==> src/rtl/conv_result_requant.sv <==
// Requantizes the convolution core's accumulator stream to OUT_WIDTH bits and buffers it in a small FIFO.
// Build option: define CONV_REQUANT_ROUND_EN for round-half-up; otherwise results are truncated.
module conv_result_requant #(
  parameter  int DATA_WIDTH        = 8,
  parameter  int MAX_KERNEL_LENGTH = 8,
  parameter  int OUT_WIDTH         = 8,
  parameter  int FIFO_DEPTH        = 4,
  localparam int IN_WIDTH          = 2*DATA_WIDTH + $clog2(MAX_KERNEL_LENGTH),
  localparam int SHIFT_W           = $clog2(IN_WIDTH)
) (
  input  logic                 clk,
  input  logic                 rst,
  input  logic [SHIFT_W-1:0]   cfg_shift,
  input  logic [IN_WIDTH-1:0]  in_data,
  input  logic                 in_vld,
  input  logic                 in_last,
  output logic                 in_rdy,
  output logic [OUT_WIDTH-1:0] out_data,
  output logic                 out_vld,
  output logic                 out_last,
  input  logic                 out_rdy,
  output logic [15:0]          sat_count,
  output logic                 frame_done
);

  localparam int AW = (FIFO_DEPTH > 1) ? $clog2(FIFO_DEPTH) : 1;
  localparam int CW = AW + 1;
  localparam int EW = OUT_WIDTH + 1;
  localparam logic [SHIFT_W-1:0] S_MAX = SHIFT_W'(IN_WIDTH - 1);

  // state | meaning
  // IDLE  | waiting for the first beat of a frame; cfg_shift is used and latched
  // FRAME | inside a frame; latched shift_q is used until in_last
  typedef enum logic {IDLE = 1'b0, FRAME = 1'b1} state_t;

  state_t state_q, state_d;
  logic   first_beat;

  logic [SHIFT_W-1:0]   shift_q, shift_d;
  logic [15:0]          sat_count_q, sat_count_d;
  logic                 frame_done_q, frame_done_d;

  logic                 stage_vld_q, stage_vld_d;
  logic [OUT_WIDTH-1:0] stage_data_q, stage_data_d;
  logic                 stage_last_q, stage_last_d;

  logic [EW-1:0]        mem_q [FIFO_DEPTH];
  logic [EW-1:0]        mem_d [FIFO_DEPTH];
  logic [AW-1:0]        wr_ptr_q, wr_ptr_d;
  logic [AW-1:0]        rd_ptr_q, rd_ptr_d;
  logic [CW-1:0]        count_q, count_d;

  logic                 in_acc;
  logic                 fifo_wr;
  logic                 fifo_rd;
  logic [CW-1:0]        occupancy;
  logic [EW-1:0]        rd_entry;

  logic [SHIFT_W-1:0]   shift_eff;
  logic [SHIFT_W-1:0]   s;
  logic [IN_WIDTH:0]    sum;
  logic [IN_WIDTH:0]    r;
  logic                 sat;
  logic [OUT_WIDTH-1:0] q_val;
  logic [15:0]          sat_base;
`ifdef CONV_REQUANT_ROUND_EN
  logic [IN_WIDTH:0]    rnd;
`endif

  // Handshake: in_rdy depends only on registered occupancy, never on out_rdy.
  assign occupancy = count_q + CW'(stage_vld_q);
  assign in_rdy    = occupancy < CW'(FIFO_DEPTH);
  assign in_acc    = in_vld && in_rdy;
  assign out_vld   = (count_q != '0);
  assign fifo_wr   = stage_vld_q;
  assign fifo_rd   = out_vld && out_rdy;

  // FSM: state register
  always_ff @(posedge clk) begin
    if (rst) state_q <= IDLE;
    else     state_q <= state_d;
  end

  // FSM: next state
  always_comb begin
    state_d = state_q;
    if (in_acc) begin
      case (state_q)
        IDLE:    if (!in_last) state_d = FRAME;
        FRAME:   if (in_last)  state_d = IDLE;
        default: state_d = IDLE;
      endcase
    end
  end

  // FSM: outputs
  always_comb begin
    first_beat = (state_q == IDLE);
  end

  assign shift_eff = first_beat ? cfg_shift : shift_q;

  // Requantize: clamp shift, optional rounding add, shift, unsigned saturate.
  always_comb begin
    s = (shift_eff > S_MAX) ? S_MAX : shift_eff;
`ifdef CONV_REQUANT_ROUND_EN
    rnd = '0;
    if (s != '0) rnd = {{IN_WIDTH{1'b0}}, 1'b1} << (s - SHIFT_W'(1));
    sum = {1'b0, in_data} + rnd;
`else
    sum = {1'b0, in_data};
`endif
    r     = sum >> s;
    sat   = |r[IN_WIDTH:OUT_WIDTH];
    q_val = sat ? {OUT_WIDTH{1'b1}} : r[OUT_WIDTH-1:0];
  end

  always_comb begin
    shift_d      = shift_q;
    sat_base     = first_beat ? 16'd0 : sat_count_q;
    sat_count_d  = sat_count_q;
    stage_vld_d  = in_acc;
    stage_data_d = stage_data_q;
    stage_last_d = stage_last_q;
    if (in_acc) begin
      if (first_beat) shift_d = cfg_shift;
      sat_count_d  = sat_base;
      if (sat && (sat_base != 16'hFFFF)) sat_count_d = sat_base + 16'd1;
      stage_data_d = q_val;
      stage_last_d = in_last;
    end
    frame_done_d = fifo_rd && out_last;
  end

  // FIFO bookkeeping; the stage never writes into a full FIFO because in_rdy counts it.
  always_comb begin
    mem_d = mem_q;
    if (fifo_wr) mem_d[wr_ptr_q] = {stage_last_q, stage_data_q};
    wr_ptr_d = wr_ptr_q + AW'(fifo_wr);
    rd_ptr_d = rd_ptr_q + AW'(fifo_rd);
    count_d  = count_q + CW'(fifo_wr) - CW'(fifo_rd);
  end

  assign rd_entry  = mem_q[rd_ptr_q];
  assign out_data  = out_vld ? rd_entry[OUT_WIDTH-1:0] : '0;
  assign out_last  = out_vld & rd_entry[OUT_WIDTH];
  assign sat_count = sat_count_q;
  assign frame_done = frame_done_q;

  always_ff @(posedge clk) begin
    if (rst) begin
      shift_q      <= '0;
      sat_count_q  <= '0;
      frame_done_q <= 1'b0;
      stage_vld_q  <= 1'b0;
      stage_data_q <= '0;
      stage_last_q <= 1'b0;
      wr_ptr_q     <= '0;
      rd_ptr_q     <= '0;
      count_q      <= '0;
    end else begin
      shift_q      <= shift_d;
      sat_count_q  <= sat_count_d;
      frame_done_q <= frame_done_d;
      stage_vld_q  <= stage_vld_d;
      stage_data_q <= stage_data_d;
      stage_last_q <= stage_last_d;
      wr_ptr_q     <= wr_ptr_d;
      rd_ptr_q     <= rd_ptr_d;
      count_q      <= count_d;
    end
  end

  // Storage is not reset; stale entries are masked by out_vld.
  always_ff @(posedge clk) begin
    mem_q <= mem_d;
  end

endmodule

==> config.mk <==
export PLATFORM = sky130hd
export DESIGN_NAME = conv_result_requant
export DESIGN_NICKNAME = d
export VERILOG_FILES = /design/src/rtl/conv_result_requant.sv
export SDC_FILE = /design/constraint.sdc
export NUM_CORES = 1
export LEC_CHECK = 0
export ABC_CLOCK_PERIOD_IN_PS = 3900
export BUFFER_PORTS_ARGS = -buffer_cell sky130_fd_sc_hd__buf_2
export CAP_MARGIN = 0
export CORE_ASPECT_RATIO = 0.9
export CORE_UTILIZATION = 54
export DETAILED_ROUTE_END_ITERATION = 8
export PLACE_DENSITY_LB_ADDON = 0.12
export SKIP_LAST_GASP = 1
export SLEW_MARGIN = 20
export SYNTH_ARGS = -nofsm -noshare
export SYNTH_HDL_FRONTEND = slang
export SYNTH_SLANG_ARGS = --single-unit
==> constraint.sdc <==
create_clock -name clk -period 3.9 [get_ports clk]
set_input_delay 0.78 -clock clk [delete_from_list [all_inputs] [get_ports clk]]
set_output_delay 0.78 -clock clk [all_outputs]
set_load 0.01 [all_outputs]
Word level (Yosys, flattened, before mapping)
Cells that the tools add are included.
Widths: inputs -> output; s select.
- RAM bits: 0
- word-level logic and storage cells: 49
- memories: 0
- input port bits: 29
- output and inout port bits: 28
- bits in registers: 76
- bits in read-only memories: 0
- bits in latches: 0
- multiply operators: 0
- shift-type cells: 1
- mux-type cells: 13
- bitwise logic cells: 3
- add/subtract/negate cells: 5
- div/mod/pow operators: 0
- order comparisons: 5
- eq/ne operators: 1
- reduce and logical (&&, ||, !) cells: 7
- operators by type and width (operator ; number):
    $bwmux 36 ; 1
    $mux 16 ; 2
    $mux 9 ; 3
    $shr 19x5->20 ; 1
    $bmux 9 s2 ; 1
    $demux 9 s2 ; 1
    $add 16x1->16 const B ; 1
    $mux 8 ; 2
    $ne 16x16->1 const B ; 1
    $reduce_or 12->1 ; 1
    $mux 5 ; 2
    $ge 3x3->1 const B ; 2
    $not 2->3 ; 2
    $gt 5x5->1 const B ; 1
    $logic_and 1x1->1 ; 5
    $add 2x1->2 ; 2
    $add 3x1->3 ; 1
    $lt 3x1->1 const B ; 1
    $lt 3x3->1 const B ; 1
    $reduce_bool 3->1 ; 1
    $sub 3x1->3 ; 1
    $and 1x1->1 ; 1
    $mux 1 ; 1

Longest topological paths before layout
Gate-level depths: netlist of run 1.
- word-level depth: 7
- mapped depth: 15
- mapped depth without buffers: 11

Worst setup path before layout of run 1
No wires, ideal clock.
- path kind: input-to-reg
- from: in cfg_shift[0]
- to: reg sat_count_q[14] (netlist: sat_count[14])
- arrival: 2.868 ns
- slack: 0.912 ns
- cell stages on the path: 8
- cell sequence: a211oi_4 -> o221ai_4 -> mux2_4 -> o41a_1 -> a22oi_4 -> a21oi_2 -> mux2_1 -> a211o_1
- word-level cells in the longest chain between the ends: 7
- ends and longest elaborated chain (item ; RTL line ; text):
    from (decl) ; 13 ; input logic [SHIFT_W-1:0] cfg_shift,
    $mux 5 (*) ; -- ;
    $gt 5x5->1 ; 105 ; s = (shift_eff > S_MAX) ? S_MAX : shift_eff;
    $mux 5 (*) ; 105 ;
    $shr 19x5->20 (*) ; 113 ; r = sum >> s;
    $reduce_or 12->1 (*) ; 114 ; sat = |r[IN_WIDTH:OUT_WIDTH];
    $logic_and 1x1->1 (*) ; 128 ; if (sat && (sat_base != 16'hFFFF)) sat_count_d = sat_base + 16'd1;
    $mux 16 (*) ; 128 ;
    to (signal assigned) ; 163 ; sat_count_q <= sat_count_d;
    to (decl) ; 40 ; logic [15:0] sat_count_q, sat_count_d;
Every way passes the cells marked *; elsewhere a longest branch is shown, timed or not.
A chain may end at the register's enable or synchronous reset.

Worst setup path after layout of run 1
- from: reg state_q
- to: reg stage_data_q[0]
- word-level cells in the longest chain between the ends: 6
- ends and longest elaborated chain (item ; RTL line ; text):
    from (decl) ; 36 ; state_t state_q, state_d;
    from (signal assigned) ; 81 ; else state_q <= state_d;
    $mux 5 (*) ; -- ;
    $gt 5x5->1 ; 105 ;
    $mux 5 (*) ; 105 ;
    $shr 19x5->20 (*) ; 113 ;
    $reduce_or 12->1 ; 114 ;
    $mux 8 (*) ; 115 ; q_val = sat ? {OUT_WIDTH{1'b1}} : r[OUT_WIDTH-1:0];
    to (signal assigned) ; 166 ; stage_data_q <= stage_data_d;
    to (decl) ; 44 ; logic [OUT_WIDTH-1:0] stage_data_q, stage_data_d;
Marks and branches as above.

==> impl_metrics.py, run 1 <==
metrics = {
    "logic_synthesis": {
        "yosysSeqAreaShare_pct": 42.4,
        "async_reset_ff_share_pct": 0,
        "synth_cell_types": 70,
        "syn_avg_cell_area_um2": 9.82,
        "synth_edf_count": 36,
        "syn-num-nets": 488,
        "synthesis.instances": 452,
        "synth_warnings": 0,
        "syn_area_um2": 4440,
        "synth-seq-cells": 76,
        "ys_dominant_reg_cell": "dfxtp_1",
    },
    "floorplanning": {
        "coreArea_um2": 7730,
        "die_height_um": 88.0,
        "io_pins": 57,
        "die-area_um2": 8590,
        "std_cell_rows": 30,
        "die_w_um": 97.6,
        "start_util_pct": 57.4,
    },
    "worst_setup_path": {
        "slowest_stage": "o221ai_4",
        "max_stage_delay_ns": 0.54,
        "end_kind": "register",
        "required_ns": 4.08,
        "crit_fanout": 17,
        "arrival_ns": 3.59,
        "critical_path_class": "reg -> reg",
        "crit_path_start_kind": "register",
        "crit_chain": "nand2_1 > o221ai_4 > mux2_4 > a22oi_1 > o221ai_2 > a22oi_4 > nand2_2 > o311ai_0 > a21oi_1",
    },
    "route": {
        "drtAntennaViolNets": 0,
        "wl_per_cell_um": 16.4,
        "routed_via_density": 6.20,
        "via_count": 3713,
        "initialDrtViolationCount": 212,
        "drt-total-wl_um": 9850,
        "drc_errors": 0,
        "dr.pass1.iters": 5,
    },
    "power_and_ir_drop": {
        "switching_share_pct": 33.8,
        "power.switching_mw": 0.869,
        "p_seq_share_pct": 39.7,
        "p_int_mw": 1.70,
        "combPwrFrac_pct": 33.1,
        "power_density_nw_per_um2": 512,
        "ir_drop_v": 0.000227,
        "p_leak_nw": 2.00,
        "clkPwrFrac_pct": 27.2,
    },
    "job": {
        "maxCapViolCount": 0,
    },
    "clock_network": {
        "cts-buffers-inserted": 9,
        "path_clk_slew_ns": 0.08,
        "htree_levels": 3,
        "holdBufCountCts": 0,
        "clock-root-buffer": "clkbuf_8",
        "cts_tree": "done",
        "ctsLongestPathBuffers": 2,
        "clk_latency_ns": 0.34,
        "clock-sinks": 76,
    },
    "final_layout": {
        "drive_above_1_share_pct": 22.5,
        "diodes": 0,
        "final_nets": 534,
        "fillers": 644,
        "syn_to_final_growth_pct": 13.0,
    },
    "outcome": {
        "status": "finished, final reports clean",
    },
    "timing": {
        "finalCritPeriodShare_pct": 87.4,
        "rsz0062_at_grt": "no",
        "relSlewSlack_pct": 34.2,
        "layout_setup_ws_ns": 0.490,
        "hold_violations": 0,
        "fmax_ghz": 0.293,
        "tns_ns": 0,
        "drv_slew": 0,
        "skew_ns": 0.0178,
        "setup_viol": 0,
        "tightestPinTransition_ns": 0.987,
        "min_period_ns": 3.41,
    },
    "min_path": {
        "hold_class": "reg -> reg",
    },
    "global_routing": {
        "grt_max_degree": 58,
        "grt_pass1_vias": 3268,
        "track_usage_pct": 23.7,
        "gr-total-overflow": 0,
        "grt_pass1_wl_um": 16300,
        "antenna_found_initial": 0,
    },
    "placed_design": {
        "io_buffer_count": 56,
        "place_ws_ns": 0.271,
        "place.gp.congestion": 0.915,
        "place_hpwl_um": 6950,
    },
}
-- cells in the final DEF, fill, tap and decap left out, drive strengths merged, types with 3 or more instances in the layout --
| cell | instances |
|---|---|
| nand2 | 64 |
| a221oi | 4 |
| clkbuf | 11 |
| edfxtp | 36 |
| nor3b | 8 |
| and3 | 8 |
| o22ai | 4 |
| nand2b | 3 |
| nand3 | 6 |
| o211ai | 4 |
| mux2i | 23 |
| o21ai | 12 |
| buf | 67 |
| nor3 | 4 |
| o311ai | 4 |
| a211oi | 12 |
| mux2 | 9 |
| nor2 | 38 |
| mux4 | 9 |
| a31o | 5 |
| a22oi | 3 |
| nor2b | 12 |
| a311oi | 5 |
| nand4 | 10 |
| ha | 7 |
| and2 | 6 |
| a31oi | 6 |
| a21boi | 3 |
| inv | 10 |
| a21oi | 34 |
| a41o | 4 |
| xnor2 | 3 |
| dfxtp | 40 |
-- kinds of logic after synthesis --
kind of cell | count (synthesis) | synth area share, %
xor gates and xnor gates | 5 | 0.987
muxes | 41 | 12.2
DFF | 76 | 42.4
and+or+nand+nor | 167 | 18.2
AOI/OAI and AO/OA | 115 | 20.2
adders and majority gates | 7 | 1.97
buffers and inverters | 41 | 4.09
-- what timing repair did --
action,4_1_cts,5_1_grt
endpoints found under the setup margin,0,1
resized for setup,0,1
buffers inserted,0,0
-- registers in the layout, indices dropped and copies added (netlist names), 2 cells and up --
register	count
rd_ptr_q	2
count_q	3
shift_q	5
sat_count	16
wr_ptr_q	2
stage_data_q	8
mem_q	36
-- layout make-up --
cell class	count	area (µm²)	area share, %
well taps	96	120	2.39
multi-input cells	335	2380	47.5
clock inverters	5	82.6	1.65
flip-flops and latches	76	1880	37.5
inverters	9	33.8	0.673
clock buffers	11	153	3.04
repair buffers	67	363	7.23
-- cell usage after synthesis, types with 4 or more instances --
| cell | n | area share, % |
|---|---|---|
| a211oi_1 | 10 | 1.7 |
| a21oi_1 | 30 | 3.4 |
| a221oi_1 | 4 | 0.79 |
| a311oi_1 | 4 | 0.79 |
| a31oi_1 | 6 | 0.85 |
| a41o_1 | 4 | 0.90 |
| and2_1 | 6 | 0.85 |
| and3_1 | 8 | 1.1 |
| buf_2 | 4 | 0.45 |
| clkbuf_1 | 23 | 1.9 |
| dfxtp_1 | 40 | 18 |
| edfxtp_1 | 36 | 24 |
| ha_1 | 7 | 2.0 |
| inv_1 | 9 | 0.76 |
| mux2_1 | 5 | 1.3 |
| mux2i_1 | 23 | 5.2 |
| mux4_2 | 9 | 4.6 |
| nand2_1 | 63 | 5.3 |
| nand3_1 | 6 | 0.68 |
| nand4_1 | 10 | 1.4 |
| nor2_1 | 38 | 3.2 |
| nor2b_1 | 12 | 1.7 |
| nor3_1 | 4 | 0.45 |
| nor3b_1 | 8 | 1.4 |
| o211ai_1 | 4 | 0.68 |
| o21ai_0 | 10 | 1.1 |
| o22ai_1 | 4 | 0.56 |
-- metal layers --
layer / routed length (µm) / share of wire [%] / GRT usage, %
met1: 4810 / 49 / 34.1
met2: 4470 / 45 / 36.9
met3: 499 / 5.1 / 4.47
met4: 72 / 0.73 / 6.42
met5: 0 / 0 / 0
-- through the flow --
step	hold WS, ns	instance area [µm²]	utilization [%]	power, mW	instances
global placement	0.481	4780	61.8	1.88	583
detailed placement	0.497	4780	61.8	1.89	583
global route	0.515	5020	64.9	2.73	599
CTS	0.505	5010	64.9	2.58	599
floorplan	0.459	4440	-	1.65	452
finish	0.503	5020	64.9	2.57	599
-- worst max-delay path: cells and delay by family, from the launching register on --
| kind | cells | cell delay [ns] |
|---|---|---|
| AO/OA/AOI/OAI | 6 | 1.98 |
| flip-flops | 1 | 0.52 |
| AND/OR/NAND/NOR | 2 | 0.38 |
| multiplexers | 1 | 0.37 |
-- final timing paths --
path / start / to / slack, ns / cells after the start
worst max-delay path: state_q / stage_data_q[0] / 0.49 / 9
worst min-delay path: stage_data_q[1] / stage_data_q[1] / 0.50 / 2
worst max register to register: state_q / stage_data_q[0] / 0.49 / 9
worst min register to register: stage_data_q[1] / stage_data_q[1] / 0.50 / 2
-- power by group through the flow --
stage	clock network (mW)	registers, mW	logic (mW)
after floorplan	0	0.984	0.668
after global placement	0	1.03	0.841
after detailed placement	0	1.04	0.849
after global routing	0.752	1.04	0.943
after CTS	0.712	1.02	0.851
final	0.700	1.02	0.849
Power figures use the tool's default switching activity.
==> inputs of run 2 (changes only) <==
Settings changed: PLACE_DENSITY set to 0.75, PLACE_DENSITY_LB_ADDON 0.12 to not set.
==> impl_metrics.py, run 2 (synthesis gave the netlist of run 1 again) <==
metrics = {
    "floorplanning": {
        "start_util_pct": 57.4,
        "std_cell_rows": 30,
        "die_w_um": 97.6,
        "die-area_um2": 8590,
        "io_pins": 57,
        "die_height_um": 88.0,
        "coreArea_um2": 7730,
    },
    "power_and_ir_drop": {
        "ir_drop_v": 0.000248,
        "p_leak_nw": 1.98,
        "power_density_nw_per_um2": 496,
    },
    "worst_setup_path": {
        "crit_buf_inv": 0,
        "crit_path_start_kind": "register",
        "end_kind": "register",
        "crit_chain": "nand2_1 > o221ai_4 > a2bb2oi_1 > a21oi_1 > a211oi_1 > a31o_4 > a21oi_4 > nand4_1 > mux2_1",
        "required_ns": 4.13,
        "crit_fanout": 18,
        "cp_top_family": "compound AO/OA/AOI/OAI gates",
        "reg2reg_to": "sat_count[2]",
        "rr_worst_depth": 9,
        "slowest_stage": "dfxtp_1",
        "cp_num_cells": 9,
        "max_stage_delay_ns": 0.67,
        "critical_path_class": "reg -> reg",
        "worst-r2r-setup-slack_ns": 0.41,
        "r2r-start": "state_q",
        "arrival_ns": 3.72,
    },
    "final_layout": {
        "largest_register_ffs": 36,
        "syn_to_final_growth_pct": 12.4,
        "diodes": 0,
        "drive_above_1_share_pct": 22.4,
        "final_nets": 536,
        "largest_register": "mem_q",
        "layout_common_cells": "nand2_1 (63), buf_2 (56), dfxtp_1 (40)",
        "stdcell_area_um2": 4990,
        "layout_commonest_cell": "nand2_1",
    },
    "clock_network": {
        "htree_levels": 3,
        "clock-root-buffer": "clkbuf_8",
        "clk_latency_ns": 0.34,
        "path_clk_slew_ns": 0.08,
        "cts_resized": 0,
        "ctsLongestPathBuffers": 2,
        "holdBufCountCts": 0,
        "cts_tree": "done",
        "cts-buffers-inserted": 9,
        "clock-sinks": 76,
        "post_cts_buffers": 0,
    },
    "job": {
        "maxCapViolCount": 0,
    },
    "timing": {
        "hold_violations": 0,
        "relSlewSlack_pct": 43.3,
        "setup_viol": 0,
        "finalCritPeriodShare_pct": 89.5,
        "fmax_ghz": 0.287,
        "min_period_ns": 3.49,
        "skew_ns": 0.00526,
        "rsz0062_at_grt": "no",
        "tightestPinTransition_ns": 0.848,
        "tns_ns": 0,
        "drv_slew": 0,
    },
    "route": {
        "dr.pass1.iters": 5,
        "wl_per_cell_um": 16.6,
        "via_count": 3683,
        "drc_errors": 0,
        "initialDrtViolationCount": 158,
        "routed_via_density": 6.13,
        "drtAntennaViolNets": 0,
        "drt-total-wl_um": 9960,
    },
    "global_routing": {
        "antenna_found_initial": 0,
        "grt_pass1_vias": 3302,
        "grt_max_degree": 36,
        "grt_pass1_wl_um": 16100,
        "track_usage_pct": 23.5,
        "gr-total-overflow": 0,
    },
    "placed_design": {
        "place_hpwl_um": 7100,
        "place_area_um2": 4790,
        "io_buffer_count": 56,
        "place.gp.congestion": 0.906,
    },
    "min_path": {
        "hold_class": "reg -> reg",
        "hold_end": "stage_last_q",
        "min-delay-start": "stage_last_q",
        "holdPathStages": 2,
    },
    "outcome": {
        "status": "finished, final reports clean",
    },
}
[run 2: cell type report]
type / count / area, µm²
inverters: 9 / 33.8
flip-flops and latches: 76 / 1880
fillers: 639 / 2740
multi-input cells: 335 / 2380
clock buffers: 10 / 128
well taps: 96 / 120
clock inverters: 6 / 72.6
repair buffers: 69 / 378
[run 2: per-stage QoR]
| step | worst slack [ns] | hold WS (ns) | total power, mW | std cells | util [%] |
|---|---|---|---|---|---|
| after floorplan | 0.912 | 0.459 | 1.65 | 452 | - |
| after global placement | 0.509 | 0.476 | 1.87 | 585 | 61.9 |
| after detailed placement | 0.403 | 0.493 | 1.89 | 585 | 61.9 |
| after CTS | 0.437 | 0.501 | 2.49 | 601 | 64.5 |
| after global routing | 0.0693 | 0.527 | 2.62 | 601 | 64.5 |
| final | 0.410 | 0.496 | 2.47 | 601 | 64.5 |
[run 2: how the worst max path moves through the flow]
stage          slack (ns)            end          from
2_1_floorplan        0.91  sat_count[14]  cfg_shift[0]
3_3_place_gp         0.51  sat_count[10]  cfg_shift[0]
3_5_place_dp         0.40  sat_count[10]  cfg_shift[4]
4_1_cts              0.44  sat_count[10]       state_q
5_1_grt              0.07   sat_count[2]       state_q
6_report             0.41   sat_count[2]       state_q
[run 2: worst min-delay path: stages (launching register included)]
cell	delay, ns
dfxtp_1	0.34
nand2_1	0.06
a21oi_1	0.05
[run 2: layer usage]
metal / share of wire (%) / global-route usage (%) / up-vias
met5: 0 / 0 / -
met4: 1.1 / 7.35 / 0
met1: 46 / 31.4 / 1747
li1: - / - / 1804
met2: 48 / 39.4 / 119
met3: 5.1 / 3.99 / 13
[run 2: power by group]
part | internal (mW) | switching [mW]
sequential | 0.927 | 0.0916
clock | 0.302 | 0.295
combinational | 0.373 | 0.485
total | 1.60 | 0.871
==> inputs of run 3 (changes only) <==
Settings changed: CORE_UTILIZATION 54 to 45, PLACE_DENSITY 0.75 to not set, SLEW_MARGIN 20 to not set.
==> impl_metrics.py, run 3 (synthesis gave the netlist of run 1 again) <==
metrics = {
    "outcome": {
        "status": "finished, final reports clean",
    },
    "floorplanning": {
        "coreArea_um2": 9610,
        "io_pins": 57,
        "start_util_pct": 46.2,
        "die_w_um": 107,
        "die-area_um2": 10300,
        "std_cell_rows": 34,
        "die_height_um": 96.2,
    },
    "timing": {
        "hold_violations": 0,
        "drv_slew": 0,
        "tns_ns": 0,
        "rsz0062_at_grt": "no",
        "relSlewSlack_pct": 46.0,
        "skew_ns": 0.0206,
        "fmax_ghz": 0.293,
        "tightestPinTransition_ns": 0.808,
        "setup_viol": 0,
        "hold-worst-slack_ns": 0.498,
        "min_period_ns": 3.41,
        "finalCritPeriodShare_pct": 87.5,
    },
    "worst_setup_path": {
        "arrival_ns": 3.61,
        "crit_chain": "nand2_1 > o221ai_4 > mux2_4 > a22oi_1 > o221ai_2 > a22oi_4 > nand2_2 > o311ai_0 > a21oi_1",
        "rr_worst_depth": 9,
        "critical_path_class": "reg -> reg",
        "slowest_stage": "dfxtp_1",
        "crit_fanout": 15,
        "crit_path_start_kind": "register",
        "required_ns": 4.10,
        "max_stage_delay_ns": 0.56,
        "end_kind": "register",
    },
    "clock_network": {
        "ctsLongestPathBuffers": 2,
        "clk_latency_ns": 0.35,
        "holdBufCountCts": 0,
        "htree_levels": 3,
        "post_cts_buffers": 0,
        "cts_tree": "done",
        "clock-sinks": 76,
        "path_clk_slew_ns": 0.10,
        "cts-buffers-inserted": 9,
        "cts_resized": 0,
        "clock-root-buffer": "clkbuf_8",
    },
    "route": {
        "drc_errors": 0,
        "drtAntennaViolNets": 0,
        "initialDrtViolationCount": 237,
        "dr.pass1.iters": 5,
        "routed_via_density": 5.75,
        "via_count": 3635,
        "drt-total-wl_um": 10000,
        "wl_per_cell_um": 15.9,
    },
    "power_and_ir_drop": {
        "ir_drop_v": 0.000265,
        "p_seq_share_pct": 41.7,
        "switching_share_pct": 36.8,
        "clkPwrFrac_pct": 23.3,
        "p_leak_nw": 1.98,
        "combPwrFrac_pct": 35.0,
        "power.switching_mw": 0.899,
        "p_int_mw": 1.55,
        "power_density_nw_per_um2": 486,
    },
    "global_routing": {
        "grt_pass1_wl_um": 16500,
        "gr-total-overflow": 0,
        "antenna_found_initial": 0,
        "grt_pass1_vias": 3336,
        "grt_max_degree": 41,
        "track_usage_pct": 20.7,
    },
    "final_layout": {
        "final_cells": 632,
        "final_nets": 537,
        "layout_commonest_cell": "nand2_1",
        "largest_register_ffs": 36,
        "diodes": 0,
        "layout_common_cells": "nand2_1 (63), buf_2 (56), dfxtp_1 (40)",
        "fillers": 916,
        "fin_util_pct": 52.3,
        "drive_above_1_share_pct": 22.9,
        "syn_to_final_growth_pct": 13.2,
        "largest_register": "mem_q",
    },
    "placed_design": {
        "place.gp.congestion": 0.867,
        "place_hpwl_um": 7270,
        "placed_cells": 616,
        "io_buffer_count": 56,
    },
    "job": {
        "maxCapViolCount": 0,
    },
    "min_path": {
        "hold_class": "reg -> reg",
        "holdPathStages": 2,
    },
}
run 3: per-stage QoR:
stage	worst slack [ns]	power, mW	instance area, µm²
finish	0.488	2.44	5030
floorplan	0.912	1.65	4440
CTS	0.509	2.47	5030
global placement	0.311	1.89	4840
detailed placement	0.262	1.90	4840
global route	0.196	2.61	5030
run 3: power by group through the flow:
stage / Combinational (mW) / Clock (mW) / Sequential [mW]
floorplan: 0.668 / 0 / 0.984
global placement: 0.853 / 0 / 1.03
detailed placement: 0.859 / 0 / 1.04
CTS: 0.860 / 0.589 / 1.02
global route: 0.951 / 0.621 / 1.03
finish: 0.856 / 0.570 / 1.02
run 3: path summary, 6_finish.rpt:
kind                     endpoint       startpoint  slack, ns
setup reg to reg  stage_data_q[1]          state_q       0.49
setup / recovery  stage_data_q[1]          state_q       0.49
hold reg to reg   stage_data_q[3]  stage_data_q[3]       0.50
hold / removal    stage_data_q[3]  stage_data_q[3]       0.50
run 3: layer usage:
metal  up-vias  share of wire [%]  GRT usage, %
met5         -                  0             0
met4         0                1.2          6.74
met3        10                3.1          3.59
met2        76                 47          33.7
met1      1748                 49          28.2
li1       1801                  -             -
run 3: critical path, delay by kind of cell, from the launching register on:
kind	cells	cell delay, ns
DFF	1	0.56
and+or+nand+nor	2	0.39
muxes	1	0.37
AOI/OAI and AO/OA	6	1.93
run 3: area by class of cell:
cell class | count | area [µm²] | share of cell area [%]
Multi-Input combinational cell | 335 | 2380 | 47.4
Tap cell | 126 | 158 | 3.14
Timing Repair Buffer | 70 | 385 | 7.67
Inverter | 9 | 33.8 | 0.672
Clock buffer | 9 | 124 | 2.46
Sequential cell | 76 | 1880 | 37.4
Clock inverter | 7 | 63.8 | 1.27
